### src/rtl/cdb_arbiter_pkg.sv
// Shared types and defaults for the CDB write-back arbiter.
// Defines the CDB payload type, the source index enum and default sizes.
package cdb_arbiter_pkg;

    localparam int SRC_COUNT_DEFAULT   = 4;
    localparam int CDB_COUNT_DEFAULT   = 2;
    localparam int AGING_LIMIT_DEFAULT = 7;

    // Result sources in their fixed port order
    typedef enum logic [1:0] {
        SRC_ALU0 = 2'd0,
        SRC_ALU1 = 2'd1,
        SRC_LSU  = 2'd2,
        SRC_MDU  = 2'd3
    } src_idx_e;

    // One write-back result as seen by the ROB and the IQ wakeup logic
    typedef struct packed {
        logic [5:0]  rob_idx;
        logic [6:0]  prd;
        logic [31:0] data;
        logic        exception;
    } cdb_info_t;

    // Index increment with an explicit wrap, valid for any n (not only powers of two)
    function automatic int wrap_inc(input int idx, input int n);
        return (idx + 1 >= n) ? 0 : idx + 1;
    endfunction

endpackage

### src/rtl/cdb_arbiter_if.sv
// Source-side handshake and CDB output bundle of the arbiter.
// master: the sources / ROB environment; slave: the arbiter itself.
interface cdb_arbiter_if #(
    parameter int SRC_COUNT = cdb_arbiter_pkg::SRC_COUNT_DEFAULT,
    parameter int CDB_COUNT = cdb_arbiter_pkg::CDB_COUNT_DEFAULT
);
    import cdb_arbiter_pkg::*;

    logic      [SRC_COUNT-1:0] src_valid_i;
    cdb_info_t [SRC_COUNT-1:0] src_info_i;
    logic      [SRC_COUNT-1:0] src_ready_o;
    logic                      cdb_ready_i;
    cdb_info_t [CDB_COUNT-1:0] cdb_o;
    logic      [CDB_COUNT-1:0] cdb_valid_o;

    modport master (
        output src_valid_i, src_info_i, cdb_ready_i,
        input  src_ready_o, cdb_o, cdb_valid_o
    );

    modport slave (
        input  src_valid_i, src_info_i, cdb_ready_i,
        output src_ready_o, cdb_o, cdb_valid_o
    );

endinterface

### src/rtl/cdb_arbiter_rr_pick.sv
// cdb_rr_pick: finds the first set request scanning upward from 'start'
// and wrapping modulo SRC_COUNT. Returns a one-hot hit and a found flag.
module cdb_rr_pick #(
    parameter  int SRC_COUNT = 4,
    localparam int PTR_W     = $clog2(SRC_COUNT)
) (
    input  logic [SRC_COUNT-1:0] req,
    input  logic [PTR_W-1:0]     start,
    output logic [SRC_COUNT-1:0] hit,
    output logic                 found
);

    // Wrapping priority scan; the wrap is a subtract so non-power-of-two counts work
    always_comb begin
        int idx;
        hit   = '0;
        found = 1'b0;
        for (int off = 0; off < SRC_COUNT; off++) begin
            idx = int'(start) + off;
            if (idx >= SRC_COUNT) idx = idx - SRC_COUNT;
            if (!found && req[idx]) begin
                hit[idx] = 1'b1;
                found    = 1'b1;
            end
        end
    end

endmodule

### src/rtl/cdb_arbiter.sv
// cdb_arbiter: grants up to CDB_COUNT of SRC_COUNT result sources per cycle in
// round-robin order and registers the winners onto the CDB (1-cycle latency).
// Optional starvation aging is compiled in with `define CDB_ARB_AGING_EN.
module cdb_arbiter
    import cdb_arbiter_pkg::*;
#(
    parameter int SRC_COUNT   = SRC_COUNT_DEFAULT,
    parameter int CDB_COUNT   = CDB_COUNT_DEFAULT,
    parameter int AGING_LIMIT = AGING_LIMIT_DEFAULT
) (
    input  logic          clk,
    input  logic          rst_n,
    input  logic          flush,
    cdb_arbiter_if.slave  bus
);

    localparam int PTR_W = $clog2(SRC_COUNT);

    if (SRC_COUNT < 2 || CDB_COUNT < 1 || CDB_COUNT > SRC_COUNT || AGING_LIMIT < 1) begin : g_bad_cfg
        $error("cdb_arbiter: illegal SRC_COUNT/CDB_COUNT/AGING_LIMIT combination");
    end

    logic      [PTR_W-1:0]     rr_ptr_q;
    logic      [PTR_W-1:0]     ptr_nxt;
    logic                      grant_en;
    logic      [SRC_COUNT-1:0] grant;
    logic      [SRC_COUNT-1:0] aged;
    logic      [SRC_COUNT-1:0] avail [CDB_COUNT+1];
    logic      [SRC_COUNT-1:0] hit   [CDB_COUNT];
    logic      [CDB_COUNT-1:0] found;
    cdb_info_t [CDB_COUNT-1:0] slot_info;
    cdb_info_t [CDB_COUNT-1:0] cdb_q;
    logic      [CDB_COUNT-1:0] cdb_valid_q;

    // Grants are only possible when the ROB accepts, no flush is pending and reset is released
    assign grant_en = bus.cdb_ready_i & ~flush & rst_n;
    assign avail[0] = grant_en ? bus.src_valid_i : '0;

    // One picker per slot; each stage sees only the requests earlier stages did not take.
    // Aged requests, when present, are served first in plain index order.
    for (genvar k = 0; k < CDB_COUNT; k++) begin : g_slot
        logic [SRC_COUNT-1:0] aged_req;
        logic [SRC_COUNT-1:0] pick_req;
        logic [PTR_W-1:0]     pick_start;

        assign aged_req   = avail[k] & aged;
        assign pick_req   = (|aged_req) ? aged_req : avail[k];
        assign pick_start = (|aged_req) ? '0 : rr_ptr_q;

        cdb_rr_pick #(.SRC_COUNT(SRC_COUNT)) u_pick (
            .req   (pick_req),
            .start (pick_start),
            .hit   (hit[k]),
            .found (found[k])
        );

        assign avail[k+1] = avail[k] & ~hit[k];
    end

    assign grant           = avail[0] & ~avail[CDB_COUNT];
    assign bus.src_ready_o = grant;
    assign bus.cdb_o       = cdb_q;
    assign bus.cdb_valid_o = cdb_valid_q;

    // Route each slot's winner payload; unused slots stay zero
    always_comb begin
        slot_info = '0;
        for (int k = 0; k < CDB_COUNT; k++) begin
            for (int i = 0; i < SRC_COUNT; i++) begin
                if (hit[k][i]) slot_info[k] = bus.src_info_i[i];
            end
        end
    end

    // Next pointer is one past the last winner in scan order; holds when nothing is granted
    always_comb begin
        ptr_nxt = rr_ptr_q;
        for (int k = 0; k < CDB_COUNT; k++) begin
            for (int i = 0; i < SRC_COUNT; i++) begin
                if (hit[k][i]) ptr_nxt = PTR_W'(wrap_inc(i, SRC_COUNT));
            end
        end
    end

    // CDB output registers and round-robin pointer; flush wins over backpressure
    always_ff @(posedge clk or negedge rst_n) begin
        if (!rst_n) begin
            rr_ptr_q    <= '0;
            cdb_valid_q <= '0;
            cdb_q       <= '0;
        end else if (flush) begin
            rr_ptr_q    <= '0;
            cdb_valid_q <= '0;
            cdb_q       <= '0;
        end else if (bus.cdb_ready_i) begin
            rr_ptr_q    <= ptr_nxt;
            cdb_valid_q <= found;
            cdb_q       <= slot_info;
        end
    end

`ifdef CDB_ARB_AGING_EN
    localparam int AGE_W = $clog2(AGING_LIMIT + 1);

    logic [AGE_W-1:0] age_q [SRC_COUNT];

    // Per-source denied-cycle counters, saturating at AGING_LIMIT
    always_ff @(posedge clk or negedge rst_n) begin
        if (!rst_n) begin
            for (int i = 0; i < SRC_COUNT; i++) age_q[i] <= '0;
        end else begin
            for (int i = 0; i < SRC_COUNT; i++) begin
                if (flush || grant[i]) begin
                    age_q[i] <= '0;
                end else if (bus.cdb_ready_i && bus.src_valid_i[i] &&
                             age_q[i] != AGE_W'(AGING_LIMIT)) begin
                    age_q[i] <= age_q[i] + AGE_W'(1);
                end
            end
        end
    end

    // A source at the limit jumps ahead of the round-robin scan
    always_comb begin
        for (int i = 0; i < SRC_COUNT; i++) aged[i] = (age_q[i] == AGE_W'(AGING_LIMIT));
    end
`else
    assign aged = '0;
`endif

endmodule
### src/flat_wrapper.sv
// flat-port wrapper written by rule: the top's interface ports become plain ports
module cdb_arbiter_flat import cdb_arbiter_pkg::*;
#(
    parameter int SRC_COUNT   = SRC_COUNT_DEFAULT,
    parameter int CDB_COUNT   = CDB_COUNT_DEFAULT,
    parameter int AGING_LIMIT = AGING_LIMIT_DEFAULT
)
  (clk, rst_n, flush, bus_src_valid_i, bus_src_info_i, bus_cdb_ready_i, bus_src_ready_o, bus_cdb_o, bus_cdb_valid_o);
  cdb_arbiter_if #(.SRC_COUNT(SRC_COUNT), .CDB_COUNT(CDB_COUNT)) bus_i ();
  input  logic clk;
  input  logic rst_n;
  input  logic flush;
  input wire logic [$bits(bus_i.src_valid_i)-1:0] bus_src_valid_i;
  input wire logic [$bits(bus_i.src_info_i)-1:0] bus_src_info_i;
  input wire logic [$bits(bus_i.cdb_ready_i)-1:0] bus_cdb_ready_i;
  output wire logic [$bits(bus_i.src_ready_o)-1:0] bus_src_ready_o;
  output wire logic [$bits(bus_i.cdb_o)-1:0] bus_cdb_o;
  output wire logic [$bits(bus_i.cdb_valid_o)-1:0] bus_cdb_valid_o;
  assign bus_i.src_valid_i = bus_src_valid_i;
  assign bus_i.src_info_i = bus_src_info_i;
  assign bus_i.cdb_ready_i = bus_cdb_ready_i;
  assign bus_src_ready_o = bus_i.src_ready_o;
  assign bus_cdb_o = bus_i.cdb_o;
  assign bus_cdb_valid_o = bus_i.cdb_valid_o;
  cdb_arbiter #(.SRC_COUNT(SRC_COUNT), .CDB_COUNT(CDB_COUNT), .AGING_LIMIT(AGING_LIMIT)) u_core (.clk(clk), .rst_n(rst_n), .flush(flush), .bus(bus_i));
endmodule
### config.mk
export PLATFORM = sky130hd
export DESIGN_NAME = cdb_arbiter_flat
export DESIGN_NICKNAME = d
export VERILOG_FILES = /design/src/rtl/cdb_arbiter_pkg.sv /design/src/rtl/cdb_arbiter_if.sv /design/src/rtl/cdb_arbiter_rr_pick.sv /design/src/rtl/cdb_arbiter.sv /design/src/flat_wrapper.sv
export SDC_FILE = /design/constraint.sdc
export NUM_CORES = 1
export LEC_CHECK = 0
export BUFFER_PORTS_ARGS = -buffer_cell sky130_fd_sc_hd__clkbuf_2
export CORE_UTILIZATION = 30
export CTS_BUF_LIST = sky130_fd_sc_hd__clkbuf_8
export DETAILED_ROUTE_END_ITERATION = 10
export SLEW_MARGIN = 25
export SYNTH_ARGS = -nofsm -noshare
export SYNTH_HDL_FRONTEND = slang
export SYNTH_HIERARCHICAL = 1
export SYNTH_SLANG_ARGS = --single-unit
### constraint.sdc
create_clock -name clk -period 5.58 [get_ports clk]
set_clock_uncertainty 0.05 [all_clocks]
set_input_delay 0.837 -clock clk [delete_from_list [all_inputs] [get_ports clk]]
set_output_delay 0.837 -clock clk [all_outputs]
set_load 0.1 [all_outputs]
* After elaboration in Yosys (flattened, before gate mapping)
Cells that the tools add are included.
Storage, ports and cells: bits in registers 96, word-level logic and storage cells 138, output and inout port bits 98, input port bits 192
Operators by class: mux-type cells 75, bitwise logic cells 15, reductions and logical operators 19, add/subtract/negate cells 7, order comparisons 12
Operators with widths (number):
- 46-bit 2-to-1 mux | 8
- 92-bit 2-to-1 mux | 2
- 32-bit by 1-bit greater-or-equal comparator with 1-bit output, second input constant | 4
- 32-bit by 4-bit less-than comparator with 1-bit output, second input constant | 4
- 32-bit 2-to-1 mux | 4
- 4-bit 2-to-1 mux | 9
- 1-bit 2-to-1 mux | 28
- 2-bit 2-to-1 mux | 12
- 4-bit bitwise OR | 6
- 1-bit binary-select mux with 2-bit select | 8
- 4-bit AND | 3
- 4-bit inverter | 3
- 3-bit by 3-bit subtractor with 4-bit output, second input constant | 3
- 1-bit logical AND | 10
- 3-bit greater-or-equal comparator, second input constant | 3
- 9-bit nonzero test | 1
- 1-bit demux with 2-bit select | 4
- 2-bit by 2-bit adder with 3-bit output, second input constant | 2
- 1-bit zero test | 6
- 2-bit by 3-bit subtractor with 4-bit output, second input constant | 1
- 2-bit by 1-bit adder with 3-bit output, second input constant | 1
- 2-bit by 3-bit greater-or-equal comparator with 1-bit output, second input constant | 1
- 1-bit AND | 2
- 2-bit AND reduction | 1
- other kinds (2) | 2

* Logic depth before layout (Yosys ltp)
Gate-level depths: netlist (run 1).
depth in word-level cells 38, depth in mapped cells 24

* Hierarchy
The synthesis (run 1) kept the hierarchy.
By module, submodules not included:
- cdb_arbiter | instances 1, area each 6258.5 µm², sequential area each 2402.3 µm², cells an instance 740
- cdb_rr_pick at u_core.g_slot[1].u_pick | instances 1, area each 457.9 µm², sequential area each 0.0 µm², cells an instance 59
- cdb_rr_pick at u_core.g_slot[0].u_pick | instances 1, area each 447.9 µm², sequential area each 0.0 µm², cells an instance 58

* Least setup slack after synthesis (run 1)
OpenSTA, ideal clock, no wires.
path kind in2out, from input port flush, to output port bus_src_ready_o[1], arrival 5889 ps, path slack -1196 ps, path buffers 8, stages on the path 22, path through clkbuf_1 > nor2b_1 > clkbuf_1 > buf_2 > nand3_1 > inv_1 > or3b_1 > a211o_1 > o21ai_2 > o2bb2ai_1 > buf_2 > buf_2 > clkbuf_1 > nor2_1 > mux2i_1 > mux2_2 > a211oi_1 > o2bb2ai_1 > clkbuf_1 > clkbuf_1 > nor2_1 > nor2_1
RTL lines:
- start, declared | RTL line flat_wrapper.sv:12 | input logic flush;
- end, declared | RTL line flat_wrapper.sv:16 | output wire logic [$bits(bus_i.src_ready_o)-1:0] bus_src_ready_o;

==> impl_results.md, run 1 <==
* Residual DRC at 0
* Clock buffer depth at 2
* Slew Viols, Final at 0
* Setup-failing EPs final at 0
* Final period util at 96.0%
* CTS tree: yes
* Initial drt markers at ~640
* Pre-CTS setup slack at about 0.061 ns
* Wire per inst at around 21 um
* Via count at between 8000 and 9000
* Die area at between 20000 and 25000 um^2
* Global-route wire length before repair at approximately 45000 um
* Register area share after synthesis at 33.5%
* Worst min path class: reg -> reg
* Status: finished, final reports clean
* Layout Nets at 1294
* Congestion Overflow GR at 0
* Vias per cell at between 5 and 6
* Area contributors post-synth: dfrtp_1 34%, a221o_1 6.4%, a221oi_1 5.6%, a311oi_1 5.6%, o221ai_1 5.5%
* Mapped Nets at about 1100
* First-pass DRT Iterations at 5
* H-tree depth at 3
* GP Congestion at 0.916
* Worst r2r dst: u_core/g_slot[0].pick_start[0]
* WL final at around 30000 um
* Largest net degree at the start of global routing at between 90 and 100
* Pwr/cell area at between 400 and 500 nW/um^2
* Fraction of layout cells with a size suffix above 1 at about a third
* Area share of the largest cell type after synthesis at 33.5%
* Max Fclk at 187 MHz
* Worst r2r src: u_core/g_slot[0].pick_start[0]
* Final hold viol count at 0
* Max cap viols at 0
* Hpwl dp at approximately 19000 um
* FF-to-FF path depth at 16
* Area post-placement at approximately 9000 um^2
* Worst setup EP type: output pin
* Critical Path AT at ~4.5 ns
* FILL cells at ~2500
* Count leader, synth: nand2_1
* Cell Rows at 56
* Design Area, Final at between 9000 and 10000 um^2
* TritonCTS Buffers at 9
* CTS sink count at between 90 and 100
* Worst skew pair latency at roughly 0.37 ns
* Cells after Synth at 857
* Initial Utilization at between 30% and 40%
* WP data required at about 4.7 ns
* Critical path type: in -> out
* Die W at roughly 160 um
* Crit path max fanout at 7
* Leakage at just over 4 nW
* RSZ-0062 raised after global routing: false
* Root buffer cell: clkbuf_8
* Top_reg_cell synth: dfrtp_1
* Area Growth Syn to Fin at 29.0%
* EDFF count, synth at 0
* Core area at 23500 um^2
* FF-to-FF setup slack at a little under 0.6 ns
* Worst-Margin Slew at between 0.9 and 1 ns
* Syn. warnings at 6
* Slack of the critical path at 0.222 ns
* Port bufs at 289
* Mapped Area at 7160 um^2
* Cell variety after synth at 49
* Post-route minimum period at roughly 5.4 ns
* Number of global-route vias before repair at 7749
* Synthesized area per cell at between 8 and 9 um^2
* Antenna-violating nets left at 0
* CP Launch Type: input port
* Commonest cells in the synthesized netlist: 100 x nand2_1, 96 x dfrtp_1, 72 x nor2_1
* Non-Filler Instances at ~1400
* Chip Height at about 160 um
* Worst Setup EP: bus_src_ready_o[1]
* Post-synthesis register bit count at 96
* Clk slew on worst S/H paths at around 0.1 ns
* Worst VDD drop at between 200 and 250 uV
* Max transition margin at ~36%
* Initial antenna violation count at 2
* Placed cell count at between 1000 and 1500
* Boundary pin count at 290
* GRT Util Overall at between 20% and 30%
* Setup TNS at 0 ns
* Pwr Total at around 4.6 mW
* Crit path from: flush
* Asr flop ratio synth at 100%
* Area leader, netlist: dfrtp_1
[critical path, stage by stage]
cell and delay, ns:
clkbuf_2 0.11, nor2b_4 0.27, nand3_2 0.18, inv_2 0.15
mux2i_1 0.16, mux2_2 0.34, a211oi_1 0.41, o2bb2ai_4 0.12
nor2_1 0.37, mux2i_1 0.25, mux2_4 0.34, a211oi_1 0.38
o2bb2ai_4 0.13, nor2_1 0.18, nor2_4 0.08, buf_12 0.17
[through the flow]
step / utilization (%) / hold slack, ns
after floorplan: - / 0.491
after global placement: 38.2 / 0.415
after detailed placement: 38.2 / 0.420
after CTS: 39.2 / 0.445
after global routing: 39.4 / 0.465
final: 39.4 / 0.438
[report_power, final]
| part | internal [mW] | total [mW] | switching (mW) |
|---|---|---|---|
| sequential | 0.835 | 0.915 | 0.0801 |
| clock | 0.267 | 0.562 | 0.295 |
| combinational | 0.824 | 3.08 | 2.25 |
| total | 1.93 | 4.55 | 2.63 |
[metal layers]
layer	vias to the layer above	GRT usage (%)	part of all wire (%)
li1	3734	-	-
met4	0	8.36	2.3
met3	46	3.68	7.2
met5	-	0	0
met2	403	38.4	47
met1	3980	32.1	43
[logic make-up (layout without fill, tap and decap cells)]
family / after synthesis / in the layout / share of synthesized area [%]
other: 0 / 2 / 0
buffers and inverters: 152 / 386 / 9.55
flip-flops: 96 / 96 / 33.5
adder cells (fa/ha/maj): 16 / 16 / 2.79
AO/OA/AOI/OAI: 318 / 318 / 34.0
AND/OR/NAND/NOR: 255 / 255 / 17.2
multiplexers: 20 / 20 / 2.86
[cell usage in the layout, fill, tap and decap left out, drive strengths merged, types with 2 or more instances in the layout]
master / synthesis / routed
bufinv: 0 / 2
nand3: 6 / 6
a21oi: 46 / 46
or3b: 2 / 2
o2bb2ai: 8 / 8
nand3b: 48 / 48
nand2: 100 / 100
nor2: 72 / 72
a311oi: 46 / 46
ha: 16 / 16
nor3: 4 / 4
o221ai: 45 / 45
or4: 2 / 2
nor2b: 2 / 2
nor3b: 2 / 2
mux2i: 16 / 16
clkbuf: 50 / 293
mux2: 4 / 4
o22ai: 17 / 17
nand2b: 11 / 11
a221oi: 46 / 46
clkinv: 0 / 2
inv: 56 / 57
dfrtp: 96 / 96
o21ai: 48 / 48
diode: 0 / 2
a221o: 46 / 46
buf: 46 / 31
a211oi: 9 / 9
[how the worst min path moves through the flow]
stage / startpoint / to / depth (start not counted)
final: u_core/bus.cdb_o[70] / u_core/bus.cdb_o[70] / 2
after global routing: u_core/bus.cdb_o[83] / u_core/bus.cdb_o[83] / 2
after CTS: u_core/bus.cdb_o[65] / u_core/bus.cdb_o[65] / 2
after detailed placement: u_core/bus.cdb_o[65] / u_core/bus.cdb_o[65] / 2
after global placement: u_core/bus.cdb_o[65] / u_core/bus.cdb_o[65] / 2
after floorplan: rst_n / u_core/bus.cdb_o[0] / 0
[area by class of cell]
class	count	area [um^2]	share of cell area (%)
diodes	2	5.00	0.0541
well taps	319	399	4.32
repair buffers	314	1720	18.6
clock inverters	6	90.1	0.975
inverters	56	210	2.27
flip-flops and latches	96	2400	26.0
multi-input cells	609	4280	46.3
clock buffers	10	138	1.49
[sequential cells by signal, indices dropped and copies added (netlist names)]
register / flops
u_core/g_slot.pick_start: 2
u_core/bus.cdb_o: 92
u_core/bus.cdb_valid_o: 2
[timing repair]
item | CTS | global route
resized for setup | 0 | 2
endpoints found under the setup margin | 0 | 2
hold buffers | 0 | 0
buffers inserted | 0 | 0
Power figures use the tool's default switching activity.
==> inputs of run 2 (changes only) <==
Settings changed: PLACE_DENSITY set to 0.65.
==> impl_results.md, run 2 (synthesized netlist as in run 1, its figures left out) <==
* H-tree depth at 3 (unchanged)
* Critical path type: in -> out
* TritonCTS Buffers at 9 (unchanged)
* Fraction of layout cells with a size suffix above 1 at 33.4% (+0.12 points)
* Final period util at 93.3% (-2.8 points)
* Critical Path AT at 4.32 ns (-0.15 ns)
* Post-route minimum period at 5.20 ns (-0.155 ns)
* First-pass DRT Iterations at 6 (+1)
* Crit-path slowest cell: a2111o_1
* Max transition margin at 36.6% (+0.43 points)
* CP Launch Type: input port
* Area Growth Syn to Fin at 28.7%
* Via count at 8249 (+1.1%)
* Layout Nets at 1297 (+0.23%)
* Pwr/cell area at 486 nW/um^2 (-1.4%)
* Root buffer cell: clkbuf_8
* GRT Util Overall at 23.6% (-0.22 points)
* Worst r2r dst: u_core/bus.cdb_o[66]
* Slew Viols, Final at 0 (unchanged)
* Worst VDD drop at 242 uV (+13%)
* RSZ-0062 raised after global routing: false
* Pre-CTS setup slack at 0.0750 ns (+0.0144 ns)
* Wire per inst at 20.9 um (about the same)
* FF-to-FF setup slack at 0.83 ns (+0.25 ns)
* Congestion Overflow GR at 0 (unchanged)
* CTS tree: yes
* Max cap viols at 0 (unchanged)
* Non-Filler Instances at 1412 (unchanged)
* Util after Layout at 39.3% (-0.085 points)
* Residual DRC at 0 (unchanged)
* Hold slack at 0.308 ns (-0.130 ns)
* Multi-input gate area at 4280 um^2 (about the same)
* Max Fclk at 192 MHz (+3.0%)
* Setup-failing EPs final at 0 (unchanged)
* Die W at 157 um (unchanged)
* Leakage at 4.04 nW (about the same)
* Status: finished, final reports clean
* Initial antenna violation count at 0 (-2)
* Initial Utilization at 30.5% (unchanged)
* Vias per cell at 5.84 (+1.1%)
* Diode count at 0 (-2)
* Cell Rows at 56 (unchanged)
* GP Congestion at 0.906 (-1.1%)
* Worst min path class: in -> async
* Register area at 2400 um^2 (unchanged)
* WP data required at 4.69 ns (about the same)
* Boundary pin count at 290 (unchanged)
* Crit path max fanout at 23 (+16)
* Global-route wire length before repair at 44300 um (-0.91%)
* FILL cells at 2462 (+0.33%)
* Setup TNS at 0 ns (unchanged)
* Antenna-violating nets left at 0 (unchanged)
* Largest net degree at the start of global routing at 98 (unchanged)
* FF-to-FF path depth at 17 (+1)
* Worst r2r src: u_core/g_slot[0].pick_start[0]
* Die area at 24500 um^2 (unchanged)
* Clock buffer depth at 2 (unchanged)
* Initial drt markers at 848 (+32%)
* Hpwl dp at 19300 um (+1.6%)
* Placed cell count at 1395 (+0.14%)
* Clk slew on worst S/H paths at 0.11 ns (about the same)
* Number of global-route vias before repair at 7962 (+2.7%)
* Highest-count cells in the layout ignoring fill and taps: 283 x clkbuf_2, 100 x nand2_1, 96 x dfrtp_1, 63 x nor2_1, 53 x inv_1
* Final hold viol count at 0 (unchanged)
* Worst setup EP type: output pin
* Max reg flops at 92 (unchanged)
* Core area at 23500 um^2 (unchanged)
* Chip Height at 157 um (unchanged)
* Crit-path cells: buf_4 -> nand3_2 -> inv_2 -> mux2i_1 -> mux2_2 -> a211oi_1 -> o2bb2ai_4 -> nor2_4 -> or3b_1 -> a2111o_1 -> nand3_2 -> o2bb2ai_1 -> nor2_1 -> nor2_4 -> buf_12
* Slowest stage delay, CP at 0.38 ns (-0.03 ns)
* Worst-Margin Slew at 0.952 ns (-0.00416 ns)
* Most common cell after layout, fill and taps aside: clkbuf_2
* CTS sink count at 96 (unchanged)
* Port bufs at 289 (unchanged)
* Worst skew pair latency at 0.37 ns (about the same)
* WL final at 29500 um (about the same)
* Slack of the critical path at 0.376 ns (+0.155 ns)
run 2: changes by cell type in the layout (fill, tap and decap cells not counted), moves of 2 or more:
cell       before  now
nor2_1         66   63
nor2_2          0    3
buf_4          25   27
diode_2         2    0
inv_1          51   53
o2bb2ai_1       1    3
o2bb2ai_2       2    0
run 2: layout make-up:
class / count / share of cell area, %
multi-input combinational: 609 / 46.4
sequential: 96 / 26.0
timing repair buffer: 317 / 18.9
tap: 319 / 4.33
inverter: 56 / 2.28
clock buffer: 10 / 1.49
clock inverter: 5 / 0.543
run 2: critical path: cells and delay by family:
| kind | cells | cell delay [ns] |
|---|---|---|
| simple gates | 6 | 1.20 |
| compound gates | 4 | 1.08 |
| buf+inv | 3 | 0.66 |
| mux | 2 | 0.50 |
run 2: how the worst max path moves through the flow:
stage	slack (ns)	endpoint	cells after the start	start
after floorplan	0.003	bus_src_ready_o[1]	22	flush
after global placement	0.21	u_core/bus.cdb_o[76]	18	flush
after detailed placement	0.07	u_core/bus.cdb_o[78]	18	flush
after CTS	0.19	bus_src_ready_o[1]	16	flush
after global routing	0.11	bus_src_ready_o[0]	15	rst_n
final	0.38	bus_src_ready_o[0]	15	rst_n
run 2: per-layer routing:
layer | wire length, um | global-route usage [%]
met5 | 0 | 0
met1 | 12100 | 30.4
met3 | 2560 | 4.10
met4 | 685 | 9.10
met2 | 14200 | 39.0
run 2: stage by stage:
stage,power [mW],cell area (um^2)
floorplan,3.30,7270
global placement,3.95,8990
detailed placement,3.98,8990
CTS,4.47,9180
global route,4.73,9220
finish,4.48,9220
run 2: where the power goes:
group          switching (mW)  internal [mW]
combinational            2.26          0.829
sequential             0.0812          0.835
clock                   0.264          0.214
total                    2.60           1.88
run 2: what timing repair did:
item,4_1_cts,5_1_grt
buffers inserted,0,2
resized for setup,0,4
endpoints found under the setup margin,0,3
hold buffers,0,0
